[src/rtl/axi_lite_arb_pkg.sv]
// Shared types and constants for the two-master AXI-Lite arbiter.
package axi_lite_arb_pkg;

    localparam int NUM_MASTERS = 2;

    typedef enum logic [1:0] {
        W_IDLE,
        W_ADDR,
        W_RESP
    } wr_state_t;

    typedef enum logic [1:0] {
        R_IDLE,
        R_ADDR,
        R_DATA
    } rd_state_t;

endpackage

[src/rtl/rr_arb2.sv]
// Two-way round-robin picker: on a tie, the master that was not granted last wins.
module rr_arb2 (
    input  logic [1:0] req,
    input  logic       last,
    output logic [1:0] gnt
);

    always_comb begin
        gnt = 2'b00;
        if (req[0] && (!req[1] || last)) begin
            gnt = 2'b01;
        end else if (req[1]) begin
            gnt = 2'b10;
        end
    end

endmodule

[src/rtl/axi_lite_arbiter.sv]
// Two AXI-Lite masters sharing one slave; write and read paths are arbitrated
// independently, and each grant is held for its whole transaction.
module axi_lite_arbiter
    import axi_lite_arb_pkg::*;
#(
    parameter int ADDR_WIDTH = 8,
    parameter int DATA_WIDTH = 32
) (
    input  logic                          clk,
    input  logic                          rst,
    input  logic [1:0]                    m_awvalid,
    input  logic [2*ADDR_WIDTH-1:0]       m_awaddr,
    output logic [1:0]                    m_awready,
    input  logic [1:0]                    m_wvalid,
    input  logic [2*DATA_WIDTH-1:0]       m_wdata,
    input  logic [2*DATA_WIDTH/8-1:0]     m_wstrb,
    output logic [1:0]                    m_wready,
    output logic [1:0]                    m_bvalid,
    input  logic [1:0]                    m_bready,
    input  logic [1:0]                    m_arvalid,
    input  logic [2*ADDR_WIDTH-1:0]       m_araddr,
    output logic [1:0]                    m_arready,
    output logic [1:0]                    m_rvalid,
    output logic [2*DATA_WIDTH-1:0]       m_rdata,
    input  logic [1:0]                    m_rready,
    output logic                          s_awvalid,
    output logic [ADDR_WIDTH-1:0]         s_awaddr,
    input  logic                          s_awready,
    output logic                          s_wvalid,
    output logic [DATA_WIDTH-1:0]         s_wdata,
    output logic [DATA_WIDTH/8-1:0]       s_wstrb,
    input  logic                          s_wready,
    input  logic                          s_bvalid,
    output logic                          s_bready,
    output logic                          s_arvalid,
    output logic [ADDR_WIDTH-1:0]         s_araddr,
    input  logic                          s_arready,
    input  logic                          s_rvalid,
    input  logic [DATA_WIDTH-1:0]         s_rdata,
    output logic                          s_rready,
    output logic [1:0]                    wr_grant,
    output logic [1:0]                    rd_grant
);

    localparam int STRB_WIDTH = DATA_WIDTH / 8;

    wr_state_t  wr_state_reg;
    logic [1:0] wr_grant_reg;
    logic       wr_last_reg;
    logic       aw_done_reg;
    logic       w_done_reg;

    rd_state_t  rd_state_reg;
    logic [1:0] rd_grant_reg;
    logic       rd_last_reg;

    logic [1:0] wr_req;
    logic [1:0] wr_pick;
    logic [1:0] rd_pick;
    logic       wr_idx;
    logic       rd_idx;
    logic       aw_pending;
    logic       w_pending;
    logic       ar_pending;
    logic       aw_hs;
    logic       w_hs;

    assign wr_req = m_awvalid | m_wvalid;
    assign wr_idx = wr_grant_reg[1];
    assign rd_idx = rd_grant_reg[1];

    rr_arb2 u_wr_arb (
        .req  (wr_req),
        .last (wr_last_reg),
        .gnt  (wr_pick)
    );

    rr_arb2 u_rd_arb (
        .req  (m_arvalid),
        .last (rd_last_reg),
        .gnt  (rd_pick)
    );

    // Downstream side is a pure mux of registered grant/state and upstream inputs.
    assign aw_pending = (wr_state_reg == W_ADDR) && !aw_done_reg;
    assign w_pending  = (wr_state_reg == W_ADDR) && !w_done_reg;
    assign ar_pending = (rd_state_reg == R_ADDR);

    assign s_awvalid = aw_pending && m_awvalid[wr_idx];
    assign s_awaddr  = !aw_pending ? '0 :
                       wr_idx ? m_awaddr[2*ADDR_WIDTH-1:ADDR_WIDTH] : m_awaddr[ADDR_WIDTH-1:0];
    assign s_wvalid  = w_pending && m_wvalid[wr_idx];
    assign s_wdata   = !w_pending ? '0 :
                       wr_idx ? m_wdata[2*DATA_WIDTH-1:DATA_WIDTH] : m_wdata[DATA_WIDTH-1:0];
    assign s_wstrb   = !w_pending ? '0 :
                       wr_idx ? m_wstrb[2*STRB_WIDTH-1:STRB_WIDTH] : m_wstrb[STRB_WIDTH-1:0];
    assign s_bready  = (wr_state_reg == W_RESP) && m_bready[wr_idx];

    assign s_arvalid = ar_pending && m_arvalid[rd_idx];
    assign s_araddr  = !ar_pending ? '0 :
                       rd_idx ? m_araddr[2*ADDR_WIDTH-1:ADDR_WIDTH] : m_araddr[ADDR_WIDTH-1:0];
    assign s_rready  = (rd_state_reg == R_DATA) && m_rready[rd_idx];

    assign aw_hs = s_awvalid && s_awready;
    assign w_hs  = s_wvalid && s_wready;

    generate
        for (genvar gi = 0; gi < NUM_MASTERS; gi++) begin : g_master
            assign m_awready[gi] = aw_pending && wr_grant_reg[gi] && s_awready;
            assign m_wready[gi]  = w_pending && wr_grant_reg[gi] && s_wready;
            assign m_bvalid[gi]  = (wr_state_reg == W_RESP) && wr_grant_reg[gi] && s_bvalid;
            assign m_arready[gi] = ar_pending && rd_grant_reg[gi] && s_arready;
            assign m_rvalid[gi]  = (rd_state_reg == R_DATA) && rd_grant_reg[gi] && s_rvalid;
            assign m_rdata[gi*DATA_WIDTH +: DATA_WIDTH] =
                ((rd_state_reg == R_DATA) && rd_grant_reg[gi]) ? s_rdata : '0;
        end
    endgenerate

    assign wr_grant = wr_grant_reg;
    assign rd_grant = rd_grant_reg;

    always_ff @(posedge clk or posedge rst) begin
        if (rst) begin
            wr_state_reg <= W_IDLE;
            wr_grant_reg <= 2'b00;
            wr_last_reg  <= 1'b1;
            aw_done_reg  <= 1'b0;
            w_done_reg   <= 1'b0;
        end else begin
            case (wr_state_reg)
                W_IDLE: begin
                    if (|wr_req) begin
                        wr_grant_reg <= wr_pick;
                        wr_last_reg  <= wr_pick[1];
                        wr_state_reg <= W_ADDR;
                    end
                end
                W_ADDR: begin
                    if (aw_hs) aw_done_reg <= 1'b1;
                    if (w_hs)  w_done_reg  <= 1'b1;
                    if ((aw_done_reg || aw_hs) && (w_done_reg || w_hs)) begin
                        wr_state_reg <= W_RESP;
                    end
                end
                W_RESP: begin
                    if (s_bvalid && s_bready) begin
                        wr_state_reg <= W_IDLE;
                        wr_grant_reg <= 2'b00;
                        aw_done_reg  <= 1'b0;
                        w_done_reg   <= 1'b0;
                    end
                end
                default: wr_state_reg <= W_IDLE;
            endcase
        end
    end

    always_ff @(posedge clk or posedge rst) begin
        if (rst) begin
            rd_state_reg <= R_IDLE;
            rd_grant_reg <= 2'b00;
            rd_last_reg  <= 1'b1;
        end else begin
            case (rd_state_reg)
                R_IDLE: begin
                    if (|m_arvalid) begin
                        rd_grant_reg <= rd_pick;
                        rd_last_reg  <= rd_pick[1];
                        rd_state_reg <= R_ADDR;
                    end
                end
                R_ADDR: begin
                    if (s_arvalid && s_arready) rd_state_reg <= R_DATA;
                end
                R_DATA: begin
                    if (s_rvalid && s_rready) begin
                        rd_state_reg <= R_IDLE;
                        rd_grant_reg <= 2'b00;
                    end
                end
                default: rd_state_reg <= R_IDLE;
            endcase
        end
    end

endmodule
[config.mk]
export PLATFORM = sky130hd
export DESIGN_NAME = axi_lite_arbiter
export DESIGN_NICKNAME = d
export VERILOG_FILES = /design/src/rtl/axi_lite_arb_pkg.sv /design/src/rtl/rr_arb2.sv /design/src/rtl/axi_lite_arbiter.sv
export SDC_FILE = /design/constraint.sdc
export NUM_CORES = 1
export LEC_CHECK = 0
export ABC_CLOCK_PERIOD_IN_PS = 1500
export CORE_MARGIN = 8
export CORE_UTILIZATION = 22
export DETAILED_ROUTE_END_ITERATION = 8
export GPL_TIMING_DRIVEN = 1
export PLACE_DENSITY = 0.77
export RECOVER_POWER = 25
export SLEW_MARGIN = 20
export SYNTH_ARGS = -nofsm -noshare
export SYNTH_HDL_FRONTEND = slang
export SYNTH_SLANG_ARGS = --single-unit
[constraint.sdc]
create_clock -name clk -period 1.5 [get_ports clk]
set_input_delay 0.3 -clock clk [delete_from_list [all_inputs] [get_ports clk]]
set_output_delay 0.3 -clock clk [all_outputs]
set_load 0.02 [all_outputs]
# Word level (Yosys, flattened, before mapping)
# Index checks and enable logic that the tools add are counted.
# classes
muxes,41
n_reduce_logical,58
bitwise_logic,1
eq_ne,12
magnitude_cmp,2
# ops
op,count
32-bit two-way mux,4
1-bit logical AND,35
8-bit two-way mux,4
2-bit two-way mux,12
3-bit AND reduction,6
1-bit two-way mux,13
2-bit case mux with 3 select lines,2
4-bit two-way mux,2
2-bit by 1-bit != test with 1-bit output (second input constant),4
2-bit != test (second input constant),4
2-bit case mux with 2 select lines,2
2-bit nonzero test,3
2-bit by 1-bit == test with 1-bit output (second input constant),2
2-bit == test (second input constant),2
1-bit logical NOT,4
2-bit logical NOT,2
1-bit logical OR,4
1-bit by 2-bit less-than comparator with 1-bit output (second input constant),2
1-bit case mux with 2 select lines,2
2-bit AND reduction,2
2-bit OR reduction,2
2-bit bitwise OR,1
# word_totals
wordCells,122
output_inout_bits,135
in_bits,153
reg_bits,12

# Longest topological paths before layout
# logic_depth
depth_word,8
depth_mapped,5

# Modules after synthesis
# Synthesis repeated with hierarchy kept, for this count alone.
# unflattened
cells_unflattened,276
area_unflattened_um2,2097.0
# modules_own_cells
mod,area_each_um2,seq_area_each_um2,n_inst,cells_each
axi_lite_arbiter,2059.5,302.8,1,270
rr_arb2,18.8,0.0,2,3

# Worst setup path after synthesis
# OpenSTA, ideal clock, no wires.
# synth_path
path_type,reg2out
from,register wr_grant_reg[1] (netlist: wr_grant[1])
to,output s_wdata[18]
setup_slack_ns,-0.278
arrival_time_ns,1.478
t_required_ns,1.200
path_stages_with_launch,6
path_cell_list,dfrtp_1 -> buf_2 -> buf_4 -> buf_2 -> mux2i_1 -> nor2_1
# synth_between
elab_chain_len,2
# synth_lines
item,line_no,source
start: declaration,axi_lite_arbiter.sv:48,logic [1:0] wr_grant_reg;
start signal: assignment,axi_lite_arbiter.sv:133,wr_grant_reg <= wr_pick;
32-bit two-way mux,axi_lite_arbiter.sv:94,wr_idx ? m_wdata[2*DATA_WIDTH-1:DATA_WIDTH] : m_wdata[DATA_WIDTH-1:0];
32-bit two-way mux,axi_lite_arbiter.sv:93,assign s_wdata = !w_pending ? '0 :
end: declaration,axi_lite_arbiter.sv:30,"output logic [DATA_WIDTH-1:0] s_wdata,"
# Every way passes these cells.

# Final worst setup path
# layout_path
from,register wr_state_reg[1]
to,output s_wvalid
# layout_between
elab_chain_len,3
# layout_lines
item,line_no,source
start: declaration,axi_lite_arbiter.sv:47,wr_state_t wr_state_reg;
start signal: assignment,axi_lite_arbiter.sv:124,wr_state_reg <= W_IDLE;
start signal: assignment,axi_lite_arbiter.sv:135,wr_state_reg <= W_ADDR;
start signal: assignment,axi_lite_arbiter.sv:142,wr_state_reg <= W_RESP;
2-bit by 1-bit == test with 1-bit output,axi_lite_arbiter.sv:86,assign w_pending = (wr_state_reg == W_ADDR) && !w_done_reg;
1-bit logical AND,axi_lite_arbiter.sv:86,
1-bit logical AND,axi_lite_arbiter.sv:92,assign s_wvalid = w_pending && m_wvalid[wr_idx];
end: declaration,axi_lite_arbiter.sv:29,"output logic s_wvalid,"
# Every way passes these cells.

==> impl_results.md <==
* Final std cells w/o fill at between 700 and 800
* Port bufs at 287
* WL/cell at 26.4 um
* Initial antenna violation count at 1
* Crit path from: wr_state_reg[1]
* Pwr Total at 10,800 uW
* Routed WL at 20,000 um
* Mux contribution to synthesized area at 0.278
* DRC viols at 0
* Power per cell area at 1480 mW/mm^2
* CTS Root Cell: clkbuf_8
* Critical path arrival at 1670 ps
* Num ports at 288
* Slew Limit Fails at 0
* First-pass GRT wire length at 24,500 um
* Worst path buffer plus inverter count at 3
* Failing checks: setup timing
* Starting Density at 0.225
* TritonCTS clock tree: done
* Die height at 113 um
* Nets@finish at about 800
* Critical path type: register to output pin
* Max-Slew Margin vs Limit at 0.659
* CP Depth at 5
* Fin crit period at around 2000 ps
* Via/cell ratio at between 5 and 6
* Max Clk Rate at 0.507 GHz
* Main combinational cell family by area after synthesis: simple AND/OR/NAND/NOR gates
* Asr flop ratio synth at 1.00
* Std cell rows at 35
* CTS Sinks at 12
* Reg2reg start: wr_grant[1]
* Post-synthesis sequential area ratio at 0.147
* Post-synthesis simple-gate area fraction at 0.402
* Status: finished, violations left
* VDD IR max at 1110 uV
* Synth Area in XOR/XNOR at 0
* Cells after DPL at 696
* Synth top area share at 0.262
* Crit-path leading delay family: simple AND/OR/NAND/NOR gates
* GRT overflow at 0
* Synthesized area per cell at 7.25 um^2
* Synth Area in Adders at 0
* Die area at 0.0127 mm^2
* DP Wirelength at roughly 12,000 um
* Max-Cap Viols at 0
* Hold Path Stages at 2
* Library cells used by synthesis at 38
* Post-synth EDFFs at 0
* Final Setup Violations at 138
* Leak pwr at 0.00311 uW
* Area grow syn2layout at 253%
* Hold WC Path Type: register to register
* Worst Tran Pin Value at between 500 and 600 ps
* Total track usage at 0.247
* Crit-path most repeated cell: buf_6
* Critical Path, Cell by Cell: or3b_4 -> buf_4 -> buf_6 -> nor2b_4 -> buf_6
* YS warnings at 0
* Fin worst setup slack at -472 ps
* Sum of negative setup slack at -43,250 ps
* Worst path max stage delay at between 400 and 500 ps
* Cts hold-fix bufs at 0
* Core ar. at 0.00920 mm^2
* Placement-stage cell area at roughly 0.0057 mm^2
* Reg2Reg Depth at 7
* Placer Congestion at 0.922
* RSZ-0062 raised after global routing: true
* Crit Path Max Fanout at 4
* Hold Vio Cnt, Final at 0
* Area contributors post-synth: mux2i_1, and3_1, dfrtp_1
* Synthesized flop and latch total at 12
* Worst Path Required at around 1200 ps
* Cell area after layout at 0.00728 mm^2
* Htree depth at 1
* Layout cells sized above 1 at 0.631
* Vias in the first global route at 4,040
* DR pass1 iterations at 4
* Crit share post-route at 1.31
* Post-synthesis compound-gate area fraction at 0.0830
* Fin util at 0.792
* Top_reg_cell synth: dfrtp_1
* CTS Buf Count at 3
* Worst Hold Launch: rd_last_reg
* Slowest cell on crit path: or3b_4
* Reg clk slew, reported paths at about 50 ps
* Synthesized area at 0.00207 mm^2
* Later-pin clock latency in the skew report at 250 ps
* # fillers at 455
* Post-synth top area cell: mux2i_1
* Gate Count Post-Synth at 285
* Post-route ant nets at 0
* Largest net degree at the start of global routing at 37
* Vias at 3,986
* Detailed router's first-iteration violation count at ~240
* CP endpoint kind: output pin
* Syn nets at 438
* CP startpoint kind: register
* Max Root-Sink Buffers at 2
* Die Width at 113 um
* Setup Skew at 5.41 ps
## cell families after synthesis
| logic type | after synthesis |
|---|---|
| compound gates | 25 |
| buf+inv | 35 |
| flops | 12 |
| mux | 57 |
| simple gates | 156 |
## worst reg2reg max path, delay by kind of cell (launching register included)
kind                   cells  cell delay (ps)
AOI/OAI and AO/OA          2              240
buffers and inverters      4              500
DFF                        1              510
muxes                      1              310
## where the power goes
part           switching, uW  internal, uW  total [uW]
clock network            128           232         361
registers                188           510         698
logic                   4580          5150        9730
## layout by cell type (no fill, tap or decap), types with 5 or more instances in the layout
master,netlist,routed
buf_12,0,13
clkdlybuf4s50_1,0,147
dlygate4sd2_1,0,5
dfrtp_1,10,8
clkbuf_16,0,5
nor2_4,0,35
inv_1,6,5
mux2i_4,0,12
nor2_1,58,13
buf_6,4,158
mux2i_2,0,14
nor2_2,1,11
mux2i_1,54,28
buf_4,3,45
buf_8,0,6
and3_4,0,70
## layout make-up
class                      instances  area, um^2  area share
sequential                        12         305      0.0419
clock buffer                       4        55.1     0.00756
antenna                            1        2.50    0.000344
multi-input combinational        238        2530       0.347
inverter                           6        22.5     0.00309
tap                              111         139      0.0191
timing repair buffer             388        4230       0.581
## through the flow
step                      hold slack [ps]  setup WS [ps]
final                                 486           -472
after global routing                  545           -490
after detailed placement              490           -575
after global placement                474           -542
after floorplan                       163           -122
after CTS                             391           -424
## Yosys cell counts (2+ instances only)
cell,instances
and3_1,73
nor2_1,58
mux2i_1,54
clkbuf_1,10
dfrtp_1,10
buf_2,9
a21oi_1,7
inv_1,6
buf_6,4
nand2b_1,4
nor2b_1,4
nor3_1,4
o21ai_0,4
buf_4,3
clkbuf_2,3
mux2_2,3
or3_1,3
a32o_1,2
dfstp_2,2
nand2_1,2
o31ai_1,2
or3b_2,2
## per-layer routing
layer  share of wire  vias to the layer above  track usage  wire (um)
li1                -                     1751            -          -
met1            0.33                     1948        0.245       6680
met2            0.54                      225        0.485      10800
met3           0.077                       62       0.0655       1540
met4           0.053                        0       0.0808       1060
met5               0                        -            0          0
## final timing paths
| check | to | slack, ps |
|---|---|---|
| worst max-delay path | s_wvalid | -470 |
| worst min-delay path | rd_last_reg | 490 |
| worst max register to register | wr_state_reg[1] | -200 |
| worst min register to register | rd_last_reg | 490 |
| max in group asynchronous | wr_grant[1] | 610 |
| min in group asynchronous | rd_state_reg[0] | 520 |
## timing repair
action / in CTS / in global routing
setup buffers: 42 / 13
cloned: 6 / 5
pin swaps: 15 / 46
endpoints found under the setup margin: 138 / 142
resized for setup: 795 / 145
Power figures use the tool's default switching activity.
==> RTL change: new RTL, config.mk and constraints unchanged <==
Re-encode `wr_state_t` (3 states) as one-hot, 3 bits wide.
--- a/src/rtl/axi_lite_arb_pkg.sv
+++ b/src/rtl/axi_lite_arb_pkg.sv
@@ -3,10 +3,10 @@
 
     localparam int NUM_MASTERS = 2;
 
-    typedef enum logic [1:0] {
-        W_IDLE,
-        W_ADDR,
-        W_RESP
+    typedef enum logic [2:0] {
+        W_IDLE = 3'b001,
+        W_ADDR = 3'b010,
+        W_RESP = 3'b100
     } wr_state_t;
 
     typedef enum logic [1:0] {
Function: same outputs for any inputs over 4 cycles, from zero or initial values and one cycle with rst high; so few cycles prove little.
==> RTL change against the unedited design <==
The flow still finishes with violations (negative setup slack). Die area is 0.52% higher. Via count is 6.2% lower. Setup slack better by 0.043 ns. Sequential cell count increased by 1. Power is 31% lower. Register-to-register slack got worse by 0.03 ns. Cell area fell by 2.3%. Fmax grew 2.2%. Wire length shrank 12%. Synthesized area rose by 0.61%.
==> RTL change: results <==
metrics = {
    "grt": {
        "grt.met1_usage_pct": 21.79,
        "grt_antenna_before_repair": 4,
        "grt_start_max_net_pins": 43,
        "number_of_global_route_vias_before_repair": 3859,
        "grt_pass1_wl_um": 22680,
        "grt.met2_usage_pct": 42.34,
        "grt_util_all_layers_pct": 22.65,
    },
    "detailed_routing": {
        "routed-via-count": 3738,
        "met3_length_um": 2037,
        "vias_per_cell": 5.024,
        "wire_length_after_detailed_routing_um": 17690,
        "route.met2.wl_um": 9321,
        "detail_route.iter0.violations": 140,
    },
    "cts": {
        "tritoncts.num_buffers": 3,
    },
    "place": {
        "io_buffers": 287,
        "postPlaceCellArea_um2": 5833,
        "dp_cells": 705,
        "gp_congestion": 0.9029,
    },
    "setup_path": {
        "critPathMaxFanout": 8,
        "critPathMaxStageDelay_ns": 0.40,
    },
    "synthesis": {
        "ys_top_cells_by_area": "sky130_fd_sc_hd__mux2i_1 27%, sky130_fd_sc_hd__and3_1 22%, sky130_fd_sc_hd__dfrtp_1 12%, sky130_fd_sc_hd__nor2_1 11%, sky130_fd_sc_hd__dfstp_2 3.8%",
        "synth-seq-area-share_pct": 15.83,
        "synth.avg_cell_area_um2": 7.191,
        "postSynthNetCount": 442,
        "ys_types": 28,
        "synth.cells.most_frequent": "74 x sky130_fd_sc_hd__and3_1, 63 x sky130_fd_sc_hd__nor2_1, 57 x sky130_fd_sc_hd__mux2i_1",
    },
    "power": {
        "combPwrFrac_pct": 86.2,
        "netSwitchingFraction_pct": 44.44,
        "total_leakage_power_nw": 3.049,
        "vdd_ir_drop_max_mv": 0.7092,
        "share_clk_of_total_power_pct": 4.3,
    },
    "timing": {
        "setup_total_negative_slack_ns": -45.33,
        "finalSetupViolations": 135,
        "max-slew-margin-rel_pct": 63.21,
        "timing.clock.skew_ns": 0.002508,
        "setup_slack_ns": -0.4289,
    },
    "run_status": {
        "violated_checks": "negative setup slack",
        "status": "finished with violations",
    },
    "finish": {
        "finalNetCount": 784,
        "drive_gt1_share_pct": 61.75,
    },
}
[RTL change: worst paths after layout]
path,startpoint,to,slack (ns),depth (start not counted)
min in group asynchronous,rst,rd_grant[0],0.54,2
min reg2reg,wr_last_reg,wr_last_reg,0.51,2
min,wr_last_reg,wr_last_reg,0.51,2
max in group asynchronous,rst,wr_grant[1],0.57,2
max,rd_state_reg[0],m_rdata[62],-0.43,5
max reg2reg,wr_state_reg[0],wr_grant[1],-0.23,7
[RTL change: repair_timing]
action | in CTS | in global routing
hold endpoints to repair | 0 | 0
buffers inserted | 9 | 12
resized for setup | 629 | 297
pin swaps | 6 | 16
setup endpoints to repair | 140 | 142
gates cloned | 5 | 8
[RTL change: cell type report]
class / count / share of cell area (%)
Timing Repair Buffer: 365 / 55.74
Inverter: 3 / 0.1583
Antenna cell: 3 / 0.1055
Clock inverter: 1 / 0.07034
Tap cell: 111 / 1.952
Clock buffer: 3 / 0.5803
Multi-Input combinational cell: 245 / 36.73
Sequential cell: 13 / 4.660
[RTL change: logic make-up after synthesis]
logic type | share of synthesized area (%)
AO/OA/AOI/OAI | 7.947
AND/OR/NAND/NOR | 40.70
multiplexers | 27.45
buffers and inverters | 8.067
flip-flops | 15.83
[RTL change: per-stage QoR]
step / total power (W) / hold slack (ns) / util (%) / worst slack [ns]
after global placement: 0.005117 / 0.4796 / 63.43 / -0.5874
after global routing: 0.007775 / 0.5309 / 77.37 / -0.4735
after detailed placement: 0.005211 / 0.5047 / 63.43 / -0.6279
final: 0.007429 / 0.5128 / 77.37 / -0.4289
after CTS: 0.005778 / 0.3954 / 66.46 / -0.4682
after floorplan: 0.003343 / 0.1748 / - / -0.1345
